$ cat src/rtl/capture_reader.sv
// capture_reader: fetches a run of I/Q samples from the capture buffer, one
// outstanding read at a time, and presents them as a valid/ready stream.
module capture_reader #(
  parameter int unsigned CAP_I_BITS        = 12,
  parameter int unsigned CAP_Q_BITS        = 12,
  parameter int unsigned CAP_INDEX_BITS    = 10,
  parameter int unsigned CAP_BUFFER_LENGTH = 1024
) (
  input  logic                         clk,
  input  logic                         rst_n,
  input  logic                         start,
  input  logic [CAP_INDEX_BITS-1:0]    start_addr,
  input  logic [CAP_INDEX_BITS:0]      read_len,
  input  logic                         abort,
  output logic                         busy,
  output logic                         done,
  output logic [CAP_INDEX_BITS-1:0]    m_axi_cap_raddr,
  output logic                         m_axi_cap_rvalid,
  input  logic                         s_axi_cap_rready,
  input  logic                         s_axi_cap_rvalid,
  input  logic signed [CAP_I_BITS-1:0] cap_i,
  input  logic signed [CAP_Q_BITS-1:0] cap_q,
  output logic                         m_axi_cap_rready,
  output logic signed [CAP_I_BITS-1:0] out_i,
  output logic signed [CAP_Q_BITS-1:0] out_q,
  output logic                         out_valid,
  input  logic                         out_ready,
  output logic                         out_last
);

  localparam int unsigned LenW = CAP_INDEX_BITS + 1;
  localparam logic [LenW-1:0] LenMax = LenW'(CAP_BUFFER_LENGTH);
  localparam logic [LenW-1:0] LenOne = LenW'(1);
  localparam logic [CAP_INDEX_BITS-1:0] AddrLast = CAP_INDEX_BITS'(CAP_BUFFER_LENGTH - 1);
  localparam logic [CAP_INDEX_BITS-1:0] AddrOne = CAP_INDEX_BITS'(1);

  typedef enum logic [1:0] {StIdle, StAddr, StData, StDrain} state_e;

  state_e                       state_q, state_d;
  logic [CAP_INDEX_BITS-1:0]    addr_q, addr_d;
  logic [LenW-1:0]              cnt_q, cnt_d;
  logic                         abort_q, abort_d;
  logic                         done_q, done_d;
  logic signed [CAP_I_BITS-1:0] oi_q, oi_d;
  logic signed [CAP_Q_BITS-1:0] oq_q, oq_d;
  logic                         ov_q, ov_d;
  logic                         ol_q, ol_d;
  logic [LenW-1:0]              len_clamped;
  logic                         beat;

  assign len_clamped      = (read_len > LenMax) ? LenMax : read_len;
  assign busy             = (state_q != StIdle);
  assign done             = done_q;
  assign m_axi_cap_raddr  = addr_q;
  assign m_axi_cap_rvalid = (state_q == StAddr);
  // While aborting, the pending beat is always accepted so it can be discarded.
  assign m_axi_cap_rready = (state_q == StData) && (abort_q || !ov_q || out_ready);
  assign beat             = m_axi_cap_rready && s_axi_cap_rvalid;
  assign out_i            = oi_q;
  assign out_q            = oq_q;
  assign out_valid        = ov_q;
  assign out_last         = ol_q;

  always_ff @(posedge clk or negedge rst_n) begin
    if (!rst_n) begin
      state_q <= StIdle;
      addr_q  <= '0;
      cnt_q   <= '0;
      abort_q <= 1'b0;
      done_q  <= 1'b0;
      oi_q    <= '0;
      oq_q    <= '0;
      ov_q    <= 1'b0;
      ol_q    <= 1'b0;
    end else begin
      state_q <= state_d;
      addr_q  <= addr_d;
      cnt_q   <= cnt_d;
      abort_q <= abort_d;
      done_q  <= done_d;
      oi_q    <= oi_d;
      oq_q    <= oq_d;
      ov_q    <= ov_d;
      ol_q    <= ol_d;
    end
  end

  always_comb begin
    state_d = state_q;
    addr_d  = addr_q;
    cnt_d   = cnt_q;
    abort_d = abort_q;
    done_d  = 1'b0;
    oi_d    = oi_q;
    oq_d    = oq_q;
    ov_d    = ov_q;
    ol_d    = ol_q;

    if (ov_q && out_ready) begin
      ov_d = 1'b0;
      ol_d = 1'b0;
    end

    unique case (state_q)
      StIdle: begin
        if (abort) begin
          ov_d = 1'b0;
          ol_d = 1'b0;
        end else if (start) begin
          if (len_clamped == '0) begin
            done_d = 1'b1;
          end else begin
            state_d = StAddr;
            addr_d  = start_addr;
            cnt_d   = len_clamped;
          end
        end
      end
      StAddr: begin
        // An accepted address owes a data beat, so it must be collected even on abort.
        if (s_axi_cap_rready) begin
          state_d = StData;
          if (abort) begin
            abort_d = 1'b1;
            ov_d    = 1'b0;
            ol_d    = 1'b0;
          end
        end else if (abort) begin
          state_d = StIdle;
          ov_d    = 1'b0;
          ol_d    = 1'b0;
        end
      end
      StData: begin
        if (abort || abort_q) begin
          ov_d = 1'b0;
          ol_d = 1'b0;
          if (beat) begin
            state_d = StIdle;
            abort_d = 1'b0;
          end else begin
            abort_d = 1'b1;
          end
        end else if (beat) begin
          oi_d  = cap_i;
          oq_d  = cap_q;
          ov_d  = 1'b1;
          ol_d  = (cnt_q == LenOne);
          cnt_d = cnt_q - LenOne;
          if (cnt_q == LenOne) begin
            state_d = StDrain;
          end else begin
            state_d = StAddr;
            addr_d  = (addr_q == AddrLast) ? '0 : addr_q + AddrOne;
          end
        end
      end
      StDrain: begin
        if (abort) begin
          state_d = StIdle;
          ov_d    = 1'b0;
          ol_d    = 1'b0;
        end else if (ov_q && out_ready && ol_q) begin
          state_d = StIdle;
          done_d  = 1'b1;
        end
      end
      default: state_d = StIdle;
    endcase
  end

endmodule
$ cat config.mk
export PLATFORM = sky130hd
export DESIGN_NAME = capture_reader
export DESIGN_NICKNAME = d
export VERILOG_FILES = /design/src/rtl/capture_reader.sv
export SDC_FILE = /design/constraint.sdc
export NUM_CORES = 1
export LEC_CHECK = 0
export BUFFER_PORTS_ARGS = -buffer_cell sky130_fd_sc_hd__clkbuf_2
export CAP_MARGIN = 20
export CORE_ASPECT_RATIO = 0.7
export CORE_UTILIZATION = 40
export CTS_CLUSTER_DIAMETER = 80
export DETAILED_ROUTE_END_ITERATION = 7
export GPL_TIMING_DRIVEN = 0
export PLACE_DENSITY_LB_ADDON = 0.1
export SETUP_SLACK_MARGIN = 0.4
export SYNTH_ARGS = -nofsm -noshare
export SYNTH_HDL_FRONTEND = slang
export SYNTH_SLANG_ARGS = --single-unit
export TNS_END_PERCENT = 20
$ cat constraint.sdc
create_clock -name clk -period 4.7 [get_ports clk]
set_clock_uncertainty 0.05 [all_clocks]
set_input_delay 1.175 -clock clk [delete_from_list [all_inputs] [get_ports clk]]
set_output_delay 1.175 -clock clk [all_outputs]
set_load 0.1 [all_outputs]
==> results.toml <==
[run_status]
outcome = "finished clean"

[layout]
nets = 433
seq_area_um2 = 1276
multiInputGateArea_um2 = 1423
antennaDiodeCount = 0
mostFrequentLayoutCells = "clkbuf_2 (91), dfrtp_1 (51), nand2_1 (26)"
drive_gt1_frac = 0.3600
final_common_cell = "clkbuf_2"
syn_to_final_growth_pct = 25.13
fillerInstances = 669

[setup_path]
rr_startpoint = "state_q[0]"
worst_ep_arrival_time_ns = 2.42
cp-end-kind = "output pin"
cp_max_fo = 10
crit_type = "register to output pin"
r2r_slack_ns = 2.12
required_ns = 3.47
r2r-end = "m_axi_cap_raddr[9]"
start_kind = "register"
r2r_cells = 9

[clocking]
cts_setup_buffers = 0
cts_buffer_depth = 2
clock_tree.root_cell = "clkbuf_8"
cts_resized = 0
hold_buffers = 0
cts.sinks = 51
clkLatencyLatePin_ns = 0.31
clk_pin_slew_ns = 0.10
numCtsBuffers = 5
cts_tree = "done"
htree_levels = 2

[synthesis]
ys_ff_latch = 51
yosys_most_used_dff = "dfrtp_1"
yosysSeqAreaShare = 0.4545
synth_edf_count = 0
yosysTopAreaCellShare = 0.4545
yosys.area.top_type = "dfrtp_1"
synth_cell_types = 59
syn-mean-instance-area_um2 = 10.21
syn_nets = 334
synth_area_leaders = "dfrtp_1 (45%), mux2_2 (10%), nand2_1 (3.5%)"
async_flop_share = 1.000
netlist_instances = 275
ys_warn_count = 0
synth_area_um2 = 2808

[routing]
drt-vias-per-instance = 5.535
drtIter0Drc = 118
routed_wl_um = 7599
drcViolationCount = 0
ant_nets = 0
vias = 2596
dr.pass1.iters = 4
wl_per_cell_um = 16.20

[timing]
slew_violations = 0
holdWs_ns = 0.4606
tightest_slew_ns = 0.6309
finalCritPeriodShare = 0.7754
clock.fmax_ghz = 0.2744
setup_tns_ns = 0
rsz0062_at_grt = "false"
fin_crit_ns = 3.645
hold_violations = 0
finalSetupViolations = 0
relSlewSlack = 0.5755
setup_slack_ns = 1.055

[floorplan]
die_h_um = 72.10
start_util = 0.4156
die_area_um2 = 7363
coreArea_um2 = 6756
io_pins = 92
num_rows = 25
die_w_um = 102.1

[grt]
grt_max_degree = 33
antenna_found_initial = 0
grt_use_total = 0.2157
overflow = 0
grt_pass1_vias = 2387
grt_pass1_wl_um = 12100

[min_path]
hold_end = "out_i[7]"
min_from = "out_i[7]"
worstHoldPathType = "register to register"
min_path_cells = 1

[placement]
detailed_place_hpwl_um = 5716
place_ws_ns = 1.394
port_buffers = 91
place_congestion = 0.8354

[run]
maxCapViolations = 0
## worst max-delay path by stage
stage                     from                to  slack [ns]  cells past startpoint
CTS                 state_q[0]  m_axi_cap_rready        1.04                      6
global route        state_q[0]  m_axi_cap_rready        0.89                      6
floorplan            out_ready  m_axi_cap_rready        0.87                      3
detailed placement  state_q[0]  m_axi_cap_rready        1.39                      6
global placement    state_q[0]  m_axi_cap_rready        1.37                      6
finish              state_q[0]  m_axi_cap_rready        1.06                      6
## logic make-up (layout without fill, tap and decap cells)
group | count (synthesis) | after routing | synth area share
AND/OR/NAND/NOR | 103 | 103 | 0.2054
AO/OA/AOI/OAI | 61 | 61 | 0.1631
flip-flops | 51 | 51 | 0.4545
multiplexers | 26 | 26 | 0.1038
buffers and inverters | 26 | 126 | 0.03877
adder cells (fa/ha/maj) | 7 | 7 | 0.03119
XOR/XNOR | 1 | 1 | 0.003120
## layer usage
layer,up-vias,global-route usage,share of wire
li1,1241,-,-
met1,1248,0.3235,0.48
met2,100,0.3117,0.43
met3,7,0.04913,0.076
met4,0,0.05714,0.0093
met5,-,0,0
## synthesized netlist by cell type (4+ instances only)
cell type	instances
nand2b_1	5
dfrtp_1	51
nor4_1	8
a21oi_1	11
nand3_1	16
inv_1	13
clkbuf_1	8
nand2_1	26
nor3_1	5
a221o_1	4
ha_1	7
nand4_1	7
a31oi_1	4
nor2_1	9
o21ai_0	6
or3_1	5
mux2_2	25
## worst max-delay path, cell delays in order, from the launching register on
cell and delay [ns]:
dfrtp_1 0.42, inv_1 0.11, ha_1 0.27, clkinv_1 0.32
clkbuf_1 0.36, nor2_1 0.16, clkbuf_2 0.47
## flip-flops by register name, summed over array words and instances, names as in the netlist
| register | flops |
|---|---|
| out_i | 12 |
| out_q | 12 |
| cnt_q | 11 |
| m_axi_cap_raddr | 10 |
| state_q | 2 |
| abort_q | 1 |
| done | 1 |
| out_last | 1 |
| out_valid | 1 |
## area by class of cell
type	count	share of cell area
well taps	94	0.03348
multi-input cells	198	0.4049
inverters	14	0.01496
flip-flops and latches	51	0.3632
clock inverters	3	0.01246
repair buffers	92	0.1353
plain buffers	12	0.01603
clock buffers	5	0.01959
## metrics by stage
stage	utilization	area (µm²)	cells
3_5_place_dp	0.5033	3401	461
3_3_place_gp	0.5004	3381	460
5_1_grt	0.5200	3513	469
4_1_cts	0.5200	3513	469
2_1_floorplan	-	2808	275
6_report	0.5200	3513	469
Power is left out: the tool's default activity adds up to more than one toggle a clock period on the data nets, which glitch-free logic cannot reach.
